--- src/rtl/pipe_issue_ctrl_pkg.sv ---
// Shared field widths, opcode constants and the instruction record used by
// the issue scheduler and its instruction buffer.
package pipe_pkg;

   localparam int REG_W  = 4;
   localparam int FN_W   = 4;
   localparam int ADDR_W = 8;
   localparam int DATA_W = 16;

   // NOT, INC, DEC and SHL read only rs1, but the hazard check still compares both sources.
   localparam logic [FN_W-1:0] FN_ADD       = 4'd0;
   localparam logic [FN_W-1:0] FN_SUB       = 4'd1;
   localparam logic [FN_W-1:0] FN_AND       = 4'd2;
   localparam logic [FN_W-1:0] FN_NOT       = 4'd3;
   localparam logic [FN_W-1:0] FN_OR        = 4'd4;
   localparam logic [FN_W-1:0] FN_XOR       = 4'd5;
   localparam logic [FN_W-1:0] FN_LD        = 4'd6;
   localparam logic [FN_W-1:0] FN_ST        = 4'd7;
   localparam logic [FN_W-1:0] FN_INC       = 4'd8;
   localparam logic [FN_W-1:0] FN_CMP       = 4'd9;
   localparam logic [FN_W-1:0] FN_DEC       = 4'd10;
   localparam logic [FN_W-1:0] FN_SHL       = 4'd11;
   localparam logic [FN_W-1:0] FN_MAX_LEGAL = FN_SHL;

   typedef struct packed {
      logic [REG_W-1:0]  rs1;
      logic [REG_W-1:0]  rs2;
      logic [REG_W-1:0]  rd;
      logic [FN_W-1:0]   func;
      logic [ADDR_W-1:0] addr;
   } instr_t;

   function automatic logic is_illegal(input logic [FN_W-1:0] func);
      return func > FN_MAX_LEGAL;
   endfunction

endpackage

--- src/rtl/pipe_issue_ctrl_fifo.sv ---
// In-order instruction buffer. Flush clears the buffer and wins over any
// push or pop in the same cycle.
module pipe_instr_fifo
   import pipe_pkg::*;
#(
   parameter int DEPTH = 4
) (
   input  logic                     clk,
   input  logic                     rst_n,
   input  logic                     push,
   input  logic                     pop,
   input  logic                     flush,
   input  instr_t                   wdata,
   output instr_t                   rdata,
   output logic                     full,
   output logic                     empty,
   output logic [$clog2(DEPTH):0]   count
);

   localparam int PTR_W = $clog2(DEPTH);

   instr_t           mem [DEPTH];
   logic [PTR_W-1:0] wr_ptr;
   logic [PTR_W-1:0] rd_ptr;
   logic             do_push;
   logic             do_pop;

   assign full    = (count == (PTR_W+1)'(DEPTH));
   assign empty   = (count == '0);
   assign do_push = push && !full && !flush;
   assign do_pop  = pop && !empty && !flush;
   assign rdata   = mem[rd_ptr];

   always_ff @(posedge clk) begin
      if (!rst_n || flush) begin
         wr_ptr <= '0;
         rd_ptr <= '0;
         count  <= '0;
      end else begin
         if (do_push) wr_ptr <= wr_ptr + 1'b1;
         if (do_pop)  rd_ptr <= rd_ptr + 1'b1;
         case ({do_push, do_pop})
            2'b10:   count <= count + 1'b1;
            2'b01:   count <= count - 1'b1;
            default: count <= count;
         endcase
      end
   end

   always_ff @(posedge clk) begin
      if (do_push) mem[wr_ptr] <= wdata;
   end

endmodule

--- src/rtl/pipe_issue_ctrl.sv ---
// Issue scheduler: buffers instructions, holds the head on a RAW hazard
// against the recent-issue window, drops illegal opcodes, issues one per cycle.
module pipe_issue_ctrl
   import pipe_pkg::*;
#(
   parameter int FIFO_DEPTH = 4,
   parameter int HAZ_DEPTH  = 2,
   parameter int CNT_W      = 16
) (
   input  logic              clk,
   input  logic              rst_n,
   input  logic              in_valid,
   output logic              in_ready,
   input  logic [REG_W-1:0]  in_rs1,
   input  logic [REG_W-1:0]  in_rs2,
   input  logic [REG_W-1:0]  in_rd,
   input  logic [FN_W-1:0]   in_func,
   input  logic [ADDR_W-1:0] in_addr,
   input  logic              flush,
   output logic              iss_valid,
   output logic [REG_W-1:0]  iss_rs1,
   output logic [REG_W-1:0]  iss_rs2,
   output logic [REG_W-1:0]  iss_rd,
   output logic [FN_W-1:0]   iss_func,
   output logic [ADDR_W-1:0] iss_addr,
   output logic              err_illegal,
   output logic              idle,
   output logic [CNT_W-1:0]  issue_cnt,
   output logic [CNT_W-1:0]  stall_cnt
);

   instr_t                        in_instr;
   instr_t                        head;
   logic                          fifo_full;
   logic                          fifo_empty;
   logic [$clog2(FIFO_DEPTH):0]   fifo_count;
   logic                          push;
   logic                          pop;
   logic                          head_live;
   logic                          head_illegal;
   logic                          hazard;
   logic                          do_issue;
   logic                          do_drop;
   logic                          do_stall;

   // Entry 0 always mirrors the iss_* register; older entries shift behind it (HAZ_DEPTH >= 2).
   logic [HAZ_DEPTH-1:0]          hist_valid;
   logic [REG_W-1:0]              hist_rd [HAZ_DEPTH];

   assign in_instr = '{rs1: in_rs1, rs2: in_rs2, rd: in_rd, func: in_func, addr: in_addr};
   assign in_ready = rst_n && !fifo_full;
   assign push     = in_valid && in_ready;

   pipe_instr_fifo #(
      .DEPTH (FIFO_DEPTH)
   ) u_fifo (
      .clk   (clk),
      .rst_n (rst_n),
      .push  (push),
      .pop   (pop),
      .flush (flush),
      .wdata (in_instr),
      .rdata (head),
      .full  (fifo_full),
      .empty (fifo_empty),
      .count (fifo_count)
   );

   always_comb begin
      hazard = 1'b0;
      for (int i = 0; i < HAZ_DEPTH; i++) begin
         if (hist_valid[i] && ((hist_rd[i] == head.rs1) || (hist_rd[i] == head.rs2))) begin
            hazard = 1'b1;
         end
      end
   end

   assign head_live    = !fifo_empty && !flush;
   assign head_illegal = is_illegal(head.func);
   assign do_drop      = head_live && head_illegal;
   assign do_stall     = head_live && !head_illegal && hazard;
   assign do_issue     = head_live && !head_illegal && !hazard;
   assign pop          = do_drop || do_issue;

   assign idle = (fifo_count == '0) && (hist_valid == '0) && !iss_valid;

   always_ff @(posedge clk) begin
      if (!rst_n) begin
         iss_valid   <= 1'b0;
         iss_rs1     <= '0;
         iss_rs2     <= '0;
         iss_rd      <= '0;
         iss_func    <= '0;
         iss_addr    <= '0;
         err_illegal <= 1'b0;
      end else begin
         iss_valid   <= do_issue;
         err_illegal <= do_drop;
         if (do_issue) begin
            iss_rs1  <= head.rs1;
            iss_rs2  <= head.rs2;
            iss_rd   <= head.rd;
            iss_func <= head.func;
            iss_addr <= head.addr;
         end
      end
   end

   always_ff @(posedge clk) begin
      if (!rst_n) begin
         hist_valid <= '0;
         for (int i = 0; i < HAZ_DEPTH; i++) hist_rd[i] <= '0;
      end else begin
         hist_valid <= {hist_valid[HAZ_DEPTH-2:0], do_issue};
         hist_rd[0] <= head.rd;
         for (int i = 1; i < HAZ_DEPTH; i++) hist_rd[i] <= hist_rd[i-1];
      end
   end

   always_ff @(posedge clk) begin
      if (!rst_n) begin
         issue_cnt <= '0;
         stall_cnt <= '0;
      end else begin
         if (do_issue) issue_cnt <= issue_cnt + 1'b1;
         if (do_stall) stall_cnt <= stall_cnt + 1'b1;
      end
   end

endmodule

--- config.mk ---
export PLATFORM = sky130hd
export DESIGN_NAME = pipe_issue_ctrl
export DESIGN_NICKNAME = d
export VERILOG_FILES = /design/src/rtl/pipe_issue_ctrl_pkg.sv /design/src/rtl/pipe_issue_ctrl_fifo.sv /design/src/rtl/pipe_issue_ctrl.sv
export SDC_FILE = /design/constraint.sdc
export NUM_CORES = 1
export LEC_CHECK = 0
export CORE_UTILIZATION = 55
export CTS_CLUSTER_SIZE = 25
export DETAILED_ROUTE_END_ITERATION = 8
export PLACE_DENSITY = 0.79
export REMOVE_ABC_BUFFERS = 1
export SLEW_MARGIN = 0
export SYNTH_ARGS = -nofsm -noshare
export SYNTH_HDL_FRONTEND = slang
export SYNTH_HIERARCHICAL = 1
export SYNTH_SLANG_ARGS = --single-unit
--- constraint.sdc ---
create_clock -name clk -period 4.5 [get_ports clk]
set_clock_uncertainty 0.15 [all_clocks]
set_input_delay 0.9 -clock clk [delete_from_list [all_inputs] [get_ports clk]]
set_output_delay 0.9 -clock clk [all_outputs]
set_load 0.005 [all_outputs]
# Yosys cells after proc, flatten, opt, wreduce, memory -nomap -nowiden

Memory sizes are Yosys's and may differ from the RTL's. A register that Yosys moved wholly into a read port is not among the register bits.
Index checks and enable logic that the tools add are counted.
W data, S select, Z words.

Mux-type cells: 11
Equal/unequal tests: 7
Reduce and logical (&&, ||, !) cells: 29
$add $sub $neg: 6
Bitwise logic cells: 2
$lt $le $gt $ge: 1

Operator list:

| operator                | number |
|---|---|
| $add A16 B1 Y16 const B | 2 |
| $eq A4 B4 Y1            | 4 |
| $logic_and A1 B1 Y1     | 15 |
| $mux W4                 | 2 |
| $logic_not A1 Y1        | 7 |
| $mux W1                 | 6 |
| $pmux W3 S2             | 1 |
| $add A2 B1 Y2 const B   | 2 |
| $gt A4 B4 Y1 const B    | 1 |
| $logic_or A1 B1 Y1      | 4 |
| $mux W2                 | 2 |
| $add A3 B1 Y3 const B   | 1 |
| $eq A3 B3 Y1 const B    | 1 |
| $logic_not A3 Y1        | 1 |
| $sub A3 B1 Y3 const B   | 1 |
| $eq A2 B1 Y1 const B    | 1 |
| $eq A2 B2 Y1 const B    | 1 |
| $logic_not A2 Y1        | 1 |
| $or A1 B1 Y1            | 2 |
| $reduce_bool A2 Y1      | 1 |

Memories: 2
Output and inout port bits: 60
Bits in writable memories: 104
Word-level logic and storage cells: 71
Bits in registers: 67
Input port bits: 28

Memories:

| memory     | depth | width | rd ports | clocked after memory_dff | wr ports | RTL line                   | source |
|---|---|---|---|---|---|---|---|
| u_fifo.mem | 4     | 24    | 1        | 1                        | 1        | pipe_issue_ctrl_fifo.sv:22 | `instr_t mem [DEPTH];` |
| hist_rd    | 2     | 4     | 2        | 0                        | 2        | pipe_issue_ctrl.sv:48      | `logic [REG_W-1:0] hist_rd [HAZ_DEPTH];` |

# Depth between registers and ports, before layout

Gate-level depths: netlist of the first run.

Depth after elaboration: 12
Gate-level depth with buffers: 18
Gate-level depth less buffers: 14

# By module

Netlist of the first run, hierarchy kept.

By module, submodules not included:

| module          | sequential area each (µm²) | times used | cells an instance | area an instance (µm²) |
|---|---|---|---|---|
| pipe_instr_fifo | 3,062.9                    | 1          | 181               | 3,958.8 |
| pipe_issue_ctrl | 1,341.3                    | 1          | 341               | 2,902.8 |

# Worst setup path after synthesis of the first run

Ideal clock, no wire load.

Path type: flip-flop to flip-flop
From: register with a tool-made name
To: register u_fifo.count[2]
Path buffers: 4
Arrival: 3.607 ns
Slack: 0.673 ns
Data required time: 4.280 ns
Cell stages (with the launch flop): 19
Setup time: 0.070 ns
Clock period less this slack: 3.827 ns
Path through: dfxtp_1 buf_6 buf_6 mux4_2 xnor2_1 nand4_2 a21boi_2 or3b_4 buf_6 clkbuf_1 nand2_1 o31ai_1 nor2_1 ha_1 inv_1 fa_1 xor2_1 or3_1 a21oi_1

RTL lines:

| element              | RTL line                   | source |
|---|---|---|
| end signal, assigned | pipe_issue_ctrl_fifo.sv:43 | `2'b10: count <= count + 1'b1;` |
| end signal, assigned | pipe_issue_ctrl_fifo.sv:44 | `2'b01: count <= count - 1'b1;` |
| end signal, assigned | pipe_issue_ctrl_fifo.sv:45 | `default: count <= count;` |
| end, declared        | pipe_issue_ctrl_fifo.sv:17 | `output logic [$clog2(DEPTH):0] count` |

==> results.json, run 1 <==
{
  "status": "finished, final reports clean",
  "setup_viol": 0,
  "yosysSeqAreaShare_pct": 64.2,
  "synth_cell_type_count": 41,
  "fin_area_um2": 8470,
  "syn_area_per_cell_um2": 13.1,
  "area_delta_synth_final_pct": 23.4,
  "clock_latency_ns": 0.42,
  "swShare_pct": 20.3,
  "synth-edff-count": 96,
  "synth_cells": 522,
  "start_util_pct": 56.9,
  "die_y_um": 114,
  "finalCritPeriodShare_pct": 85.8,
  "cts.sinks": 172,
  "clk_pin_slew_ns": 0.06,
  "cp-end-kind": "flip-flop",
  "holdBufCountCts": 0,
  "post_cts_buffers": 0,
  "drv_slew": 0,
  "gp_congestion": 0.803,
  "antenna_found_initial": 0,
  "rsz0062_at_grt": "false",
  "clock_path_buffers": 2,
  "cts_resized": 0,
  "fill_cells": 848,
  "drtPass1Iterations": 5,
  "routed_via_density": 5.68,
  "power.internal_mw": 2.57,
  "cap_violations": 0,
  "tns_ns": 0,
  "dieWidth_um": 114,
  "async_flop_share_pct": 0,
  "drt-wirelength-per-cell_um": 17.3,
  "p_leak_nw": 2.76,
  "power_switching_mw": 0.656,
  "cp_slowest_cell": "dfxtp_2",
  "finalHoldViolCount": 0,
  "netlist_area_um2": 6860,
  "yosys_warnings": 6,
  "drc": 0,
  "crit_type": "flip-flop to flip-flop",
  "worst_pin_slew_ns": 0.726,
  "synth_seq_cells": 172,
  "grt_pass1_vias": 4466,
  "ios": 88,
  "comb_power_share_pct": 3.0,
  "die_area_um2": 12900,
  "synthFlopType": "edfxtp_1",
  "post_dp_cell_area_um2": 7870,
  "crit_required_ns": 4.69,
  "drt_first_iter_violations": 412,
  "rows": 40,
  "io_buffer_count": 87,
  "period_needed_ns": 3.86,
  "fp.coreArea_um2": 12100,
  "cts-root-buf": "clkbuf_16",
  "fmax_mhz": 259,
  "cp.arrival_ns": 4.05,
  "cts_buffers": 17,
  "grt_max_degree": 75,
  "power_frac_seq_pct": 52.0,
  "via_count": 4496,
  "crit_chain": "mux4_2, xnor2_1, nand4_1, a21boi_2, or3b_4, nand2_1, o31ai_1, nor2_1, ha_1, inv_1, fa_1, xor2_1, or3_1, a21oi_1",
  "fin_nets": 646,
  "startpoint_type": "flip-flop",
  "relSlewSlack_pct": 51.4,
  "grt_overflow": 0,
  "ant_nets": 0,
  "irDropWorstVdd_v": 0.000242,
  "power_density_nw_per_um2": 381,
  "hpwl_mm": 8.65,
  "cp_slowest_stage_delay_ns": 0.64,
  "routed_wl_mm": 13.7,
  "diodes": 0,
  "grt_pass1_wl_mm": 22.6,
  "grt_usage_pct": 23.2,
  "p_clk_share_pct": 45.0,
  "hold_path.class": "flip-flop to flip-flop",
  "drive_above_1_share_pct": 12.7,
  "htreeDepth": 4,
  "tritoncts": "done",
  "crit_fanout": 14
}
## state kept, by name, indices dropped and copies added (netlist names), named ones only
register and cells:
iss_rs2 4, stall_cnt 16, iss_addr 8, hist_valid 2
u_fifo/wr_ptr 2, u_fifo/mem 96, iss_rs1 4, issue_cnt 16
err_illegal 1, iss_rd 4, hist_rd 8, u_fifo/rd_ptr 2
u_fifo/count 3, iss_func 4
## critical path: cells and delay by family, from the launching register on
| family | cells | cell delay (ns) |
|---|---|---|
| compound gates | 3 | 0.36 |
| mux | 1 | 0.63 |
| fa+ha+maj | 2 | 0.56 |
| flops | 1 | 0.64 |
| xor+xnor | 2 | 0.32 |
| simple gates | 5 | 1.04 |
| buf+inv | 1 | 0.06 |
## power groups by stage
stage | Combinational [mW] | Sequential [mW] | Clock [mW]
after global placement | 0.0924 | 1.71 | 0
after floorplan | 0.0371 | 1.71 | 0
after global routing | 0.105 | 1.68 | 1.54
after CTS | 0.0968 | 1.68 | 1.47
after detailed placement | 0.0960 | 1.71 | 0
final | 0.0962 | 1.68 | 1.45
## metal layers
layer  vias to the layer above  track usage [%]  wire (µm)
li1                       2107                -          -
met1                      2198             29.8       5820
met2                       170             38.0       6790
met3                        21             5.74        843
met4                         0             9.39        208
met5                         -                0          0
## final cells by class
cell class	instances	area, µm²	share of cell area [%]
clock inverter	12	138	1.63
sequential	172	4410	52.0
inverter	16	61.3	0.724
clock buffer	20	457	5.39
multi-input combinational	307	2260	26.7
timing repair buffer	96	933	11.0
tap	168	210	2.48
## Yosys cell counts, types with 10 or more instances
library cell,instances,share of area [%]
edfxtp_1,96,42
dfxtp_1,76,22
nand3_1,39,2.8
nand2_1,38,2.1
o21ai_0,34,2.5
nor2_1,30,1.6
mux4_2,24,7.9
xnor2_1,20,2.6
clkbuf_1,19,1.0
a21oi_1,17,1.2
inv_1,15,0.82
xor2_1,13,1.7
and2_1,12,1.1
or4_1,10,1.1
## logic make-up after synthesis
family                     Yosys count  synth area share [%]
buffers and inverters               43                  2.84
DFF                                172                  64.2
and+or+nand+nor                    161                  12.0
adders and majority gates            8                  1.57
muxes                               25                  8.02
xor gates and xnor gates            33                  4.21
AOI/OAI and AO/OA                   80                  7.15
## worst paths after layout
path | startpoint | to | slack [ns] | cells after the start
max | flip-flop | u_fifo/count[2] | 0.64 | 14
max reg2reg | flip-flop | u_fifo/count[2] | 0.64 | 14
min | iss_func[3] | iss_func[3] | 0.32 | 2
min reg2reg | iss_func[3] | iss_func[3] | 0.32 | 2
## through the flow
stage / util [%] / hold WS, ns / worst slack, ns / total power, mW / instances
floorplan: - / 0.316 / 0.00396 / 1.75 / 495
global placement: 65.3 / 0.307 / 0.637 / 1.80 / 759
detailed placement: 65.3 / 0.317 / 0.505 / 1.81 / 759
CTS: 70.2 / 0.327 / 0.626 / 3.25 / 791
global route: 70.2 / 0.344 / 0.363 / 3.32 / 791
finish: 70.2 / 0.322 / 0.640 / 3.22 / 791
## cell usage in the layout (no fill, tap or decap), drive strengths merged, types with 3 or more instances in the layout
cell type,count
xnor2,20
mux4,24
dfxtp,76
or3,7
clkinv,6
nor4,5
o31ai,9
buf,10
o21ai,36
a21oi,20
inv,18
and3,3
ha,7
nand2,38
nor2,30
nor3,3
xor2,13
or4,10
edfxtp,96
clkdlybuf4s50,86
o211ai,5
and2,12
clkbuf,20
nand3,39
nand4,10
No activity file was read; power rests on OpenSTA's default activity.
==> run 2, diff against run 1 <==
--- a/config.mk
+++ b/config.mk
@@ -5,9 +5,12 @@
 export SDC_FILE = /design/constraint.sdc
 export NUM_CORES = 1
 export LEC_CHECK = 0
+export CORE_ASPECT_RATIO = 0.8
 export CORE_UTILIZATION = 55
+export CTS_BUF_LIST = sky130_fd_sc_hd__clkbuf_16
 export CTS_CLUSTER_SIZE = 25
 export DETAILED_ROUTE_END_ITERATION = 8
+export GPL_ROUTABILITY_DRIVEN = 1
 export PLACE_DENSITY = 0.79
 export REMOVE_ABC_BUFFERS = 1
 export SLEW_MARGIN = 0
==> run 2 against run 1 <==
  * Sequential cell count stayed put
  * Die area is essentially flat
  * Register-to-register slack worse by 0.09 ns
  * Via count shrank 1.1%
  * Combinational power rose by 1%
  * Largest power group unchanged
  * Non-clock buffer count grew 2
  * Wire length is 2.0% higher
==> results.json, run 2 (synthesis results as in run 1) <==
{
  "status": "finished, final reports clean",
  "hold_path.class": "flip-flop to flip-flop",
  "via_count": 4446,
  "grt_pass1_wl_mm": 22.4,
  "layout_commonest_cell": "edfxtp_1",
  "clk_pin_slew_ns": 0.07,
  "cts_buffers": 17,
  "tritoncts": "done",
  "cts-root-buf": "clkbuf_16",
  "io_buffer_count": 87,
  "fill_cells": 823,
  "cp.arrival_ns": 4.15,
  "die_area_um2": 12900,
  "largest_reg_flops": 96,
  "power_switching_mw": 0.663,
  "fp.coreArea_um2": 12200,
  "min_from": "iss_rs1[1]",
  "cap_violations": 0,
  "cts_resized": 0,
  "drc": 0,
  "rows": 36,
  "relSlewSlack_pct": 48.3,
  "fin_area_um2": 8440,
  "power.internal_mw": 2.51,
  "crit_fanout": 15,
  "routed_wl_mm": 13.9,
  "cp-end-kind": "flip-flop",
  "ff2ff_setup_slack_ns": 0.55,
  "routed_via_density": 5.72,
  "grt_util_met3_pct": 6.39,
  "ant_nets": 0,
  "grt_use_met1_pct": 29.1,
  "use_met2_pct": 39.3,
  "ios": 88,
  "grt_usage_pct": 23.1,
  "startpoint_type": "flip-flop",
  "htreeDepth": 4,
  "holdBufCountCts": 0,
  "grt_pass1_vias": 4452,
  "area_delta_synth_final_pct": 22.9,
  "finalCritPeriodShare_pct": 87.9,
  "tns_ns": 0,
  "clock_latency_ns": 0.42,
  "crit_required_ns": 4.70,
  "p_clk_share_pct": 44.1,
  "fin_nets": 648,
  "irDropWorstVdd_v": 0.000253,
  "whs_ns": 0.325,
  "grt_overflow": 0,
  "die_y_um": 102,
  "fin_cells": 777,
  "hpwl_mm": 8.78,
  "swShare_pct": 20.9,
  "drt_first_iter_violations": 349,
  "reg_top3": "u_fifo/mem (96), issue_cnt (16), stall_cnt (16)",
  "grt_max_degree": 75,
  "antenna_found_initial": 0,
  "dieWidth_um": 127,
  "post_cts_buffers": 0,
  "worst_pin_slew_ns": 0.773,
  "setup_viol": 0,
  "mostFrequentLayoutCells": "edfxtp_1, clkdlybuf4s50_1, dfxtp_1",
  "comb_power_share_pct": 3.1,
  "post_dp_cell_area_um2": 7870,
  "diodes": 0,
  "power_frac_seq_pct": 52.8,
  "crit_type": "flip-flop to flip-flop",
  "cts.sinks": 172,
  "finalHoldViolCount": 0,
  "drt-wirelength-per-cell_um": 17.9,
  "clock_path_buffers": 2,
  "p_leak_nw": 2.77,
  "power_density_nw_per_um2": 376,
  "rsz0062_at_grt": "false",
  "regMostFlops": "u_fifo/mem",
  "dp_cells": 745,
  "post-route-util_pct": 69.4,
  "period_needed_ns": 3.95,
  "start_util_pct": 56.4,
  "drtPass1Iterations": 5,
  "gp_congestion": 0.791,
  "drv_slew": 0,
  "drive_above_1_share_pct": 12.6,
  "fmax_mhz": 253,
  "grt.busiest_layer": "met2"
}
## run 2: layer usage
metal / part of all wire, % / up-vias
met5: 0 / -
li1: - / 2115
met2: 50 / 138
met3: 5.6 / 9
met4: 0.73 / 0
met1: 43 / 2184
## run 2: cell type report
type	instances	area [µm²]	share of cell area, %
Timing Repair Buffer	98	948	11.2
Clock inverter	14	118	1.39
Multi-Input combinational cell	307	2260	26.8
Sequential cell	172	4410	52.2
Tap cell	152	190	2.25
Clock buffer	18	450	5.34
Inverter	16	61.3	0.727
## run 2: power by group through the flow
stage	clock network (mW)	registers (mW)	logic [mW]
after floorplan	0	1.71	0.0371
after global placement	0	1.71	0.0929
after detailed placement	0	1.71	0.0974
after CTS	1.41	1.68	0.0981
after global routing	1.48	1.68	0.106
final	1.40	1.68	0.0972
## run 2: metrics by stage
step           total power, mW  setup slack, ns
6_report                  3.17            0.545
5_1_grt                   3.26            0.301
4_1_cts                   3.19            0.549
3_5_place_dp              1.81            0.534
3_3_place_gp              1.80            0.618
2_1_floorplan             1.75          0.00396
## run 2: worst paths after layout
path | to | cells past startpoint
setup / recovery | u_fifo/count[2] | 14
hold / removal | iss_rs1[1] | 2
setup reg to reg | u_fifo/count[2] | 14
hold reg to reg | iss_rs1[1] | 2
## run 2: critical path, stage by stage, from the launching register on
cell	delay, ns
dfxtp_2	0.67
mux4_2	0.64
xnor2_1	0.19
nand4_2	0.14
a21boi_2	0.11
or3b_4	0.41
nand2_1	0.09
o31ai_1	0.10
nor2_1	0.15
ha_1	0.21
inv_1	0.06
fa_1	0.37
xor2_1	0.16
or3_1	0.31
a21oi_1	0.14
==> run 3, diff against run 2 <==
--- a/config.mk
+++ b/config.mk
@@ -6,12 +6,12 @@
 export NUM_CORES = 1
 export LEC_CHECK = 0
 export CORE_ASPECT_RATIO = 0.8
-export CORE_UTILIZATION = 55
+export CORE_UTILIZATION = 45
 export CTS_BUF_LIST = sky130_fd_sc_hd__clkbuf_16
 export CTS_CLUSTER_SIZE = 25
 export DETAILED_ROUTE_END_ITERATION = 8
 export GPL_ROUTABILITY_DRIVEN = 1
-export PLACE_DENSITY = 0.79
+export PLACE_DENSITY = 0.67
 export REMOVE_ABC_BUFFERS = 1
 export SLEW_MARGIN = 0
 export SYNTH_ARGS = -nofsm -noshare
==> run 3 against run 2 <==
  * Sequential share of layout area down 0.22 points
  * Wire length increased by 0.62%
  * Setup slack improved by 0.016 ns
  * Sequential power hardly changed
  * Hold slack lost 0.0034 ns
  * Via count down 1.0%
  * Critical endpoint unchanged
  * Largest power group unchanged
  * Highest routed layer unchanged
==> results.json, run 3 (synthesis results as in run 1) <==
{
  "status": "finished, final reports clean",
  "crit_type": "flip-flop to flip-flop",
  "rows": 39,
  "worst_pin_slew_ns": 0.756,
  "drt_first_iter_violations": 251,
  "fmax_mhz": 254,
  "power.internal_mw": 2.57,
  "power_frac_seq_pct": 52.7,
  "via_count": 4400,
  "post-route-util_pct": 58.1,
  "fill_cells": 1154,
  "comb_power_share_pct": 3.0,
  "drc": 0,
  "cp_slowest_stage_delay_ns": 0.66,
  "area_delta_synth_final_pct": 23.4,
  "grt_overflow": 0,
  "period_needed_ns": 3.94,
  "die_y_um": 112,
  "start_util_pct": 47.0,
  "diodes": 0,
  "drt-wirelength-per-cell_um": 17.4,
  "fp.coreArea_um2": 14600,
  "grt_pass1_wl_mm": 22.6,
  "power_density_nw_per_um2": 376,
  "cts.sinks": 172,
  "crit_required_ns": 4.69,
  "ant_nets": 0,
  "antenna_found_initial": 0,
  "post_cts_buffers": 0,
  "dieWidth_um": 140,
  "hold_path.class": "flip-flop to flip-flop",
  "startpoint_type": "flip-flop",
  "clock_latency_ns": 0.42,
  "cp_slowest_cell": "dfxtp_2",
  "cap_violations": 0,
  "p_leak_nw": 2.76,
  "rr_worst_depth": 12,
  "clk_pin_slew_ns": 0.06,
  "fin_nets": 648,
  "htreeDepth": 4,
  "grt_max_degree": 75,
  "drv_slew": 0,
  "clock_path_buffers": 2,
  "cts_buffers": 17,
  "power_switching_mw": 0.615,
  "mostFrequentLayoutCells": "edfxtp_1, clkdlybuf4s50_1, dfxtp_1",
  "cts_resized": 0,
  "holdBufCountCts": 0,
  "routed_via_density": 5.45,
  "grt_pass1_vias": 4499,
  "relSlewSlack_pct": 49.6,
  "setup_viol": 0,
  "crit_fanout": 15,
  "hpwl_mm": 9.24,
  "min_path_cells": 2,
  "rsz0062_at_grt": "false",
  "drive_above_1_share_pct": 11.7,
  "crit_chain": "mux4_2, a211oi_2, or3b_4, nand2_1, o31ai_1, nor2_1, ha_1, inv_1, fa_1, xor2_1, or3_1, a21oi_1",
  "regMostFlops": "u_fifo/mem",
  "irDropWorstVdd_v": 0.000287,
  "whs_ns": 0.321,
  "cts-root-buf": "clkbuf_16",
  "tns_ns": 0,
  "cp.arrival_ns": 4.13,
  "tritoncts": "done",
  "io_buffer_count": 87,
  "drtPass1Iterations": 4,
  "p_clk_share_pct": 44.2,
  "reg_top3": "u_fifo/mem (96), issue_cnt (16), stall_cnt (16)",
  "finalHoldViolCount": 0,
  "finalCritPeriodShare_pct": 87.5,
  "die_area_um2": 15700,
  "largest_reg_flops": 96,
  "grt_usage_pct": 19.0,
  "routed_wl_mm": 14.0,
  "gp_congestion": 0.787,
  "cp-end-kind": "flip-flop",
  "layout_commonest_cell": "edfxtp_1",
  "ios": 88,
  "swShare_pct": 19.3
}
==> run 3: cell types whose count changed in the layout (fill, tap and decap cells not counted) <==
| cell | before | now |
|---|---|---|
| inv_4 | 1 | 0 |
| bufinv_16 | 1 | 3 |
| clkinv_2 | 3 | 2 |
| clkinv_4 | 2 | 1 |
| clkinv_1 | 0 | 4 |
| clkbuf_16 | 18 | 17 |
| inv_6 | 4 | 0 |
==> run 3: final cells by class <==
type,instances,area [µm²],area share [%]
sequential,172,4410,52.0
clock inverter,13,138,1.62
multi-input combinational,307,2260,26.7
timing repair buffer,98,948,11.2
inverter,16,61.3,0.724
tap,184,230,2.72
clock buffer,17,425,5.02
==> run 3: through the flow <==
stage	area [µm²]	worst slack, ns	std cells	total power, mW
CTS	8470	0.537	807	3.21
detailed placement	7910	0.449	777	1.81
global route	8470	0.305	807	3.28
floorplan	6730	0.00396	495	1.75
global placement	7910	0.586	777	1.80
finish	8470	0.561	807	3.18
==> run 3: worst paths after layout <==
check              startpoint               to  slack [ns]
setup / recovery    flip-flop  u_fifo/count[2]        0.56
hold / removal    iss_addr[5]      iss_addr[5]        0.32
setup reg to reg    flip-flop  u_fifo/count[2]        0.56
hold reg to reg   iss_addr[5]      iss_addr[5]        0.32
==> run 3: layer usage <==
layer	track usage, %	part of all wire [%]
met5	0	0
met2	32.1	50
met4	7.62	1.6
met1	23.6	45
met3	4.44	3.5
==> run 3: worst max-delay path: cells and delay by family (launching register included) <==
family	cells	cell delay, ns
flops	1	0.66
fa+ha+maj	2	0.57
buf+inv	1	0.06
compound gates	3	0.69
mux	1	0.61
simple gates	4	0.96
xor+xnor	1	0.16
==> run 3: power groups by stage <==
stage / Combinational [mW] / Clock [mW] / Sequential (mW)
4_1_cts: 0.0977 / 1.44 / 1.68
6_report: 0.0965 / 1.41 / 1.68
3_5_place_dp: 0.0971 / 0 / 1.71
2_1_floorplan: 0.0371 / 0 / 1.71
5_1_grt: 0.106 / 1.50 / 1.68
3_3_place_gp: 0.0937 / 0 / 1.71
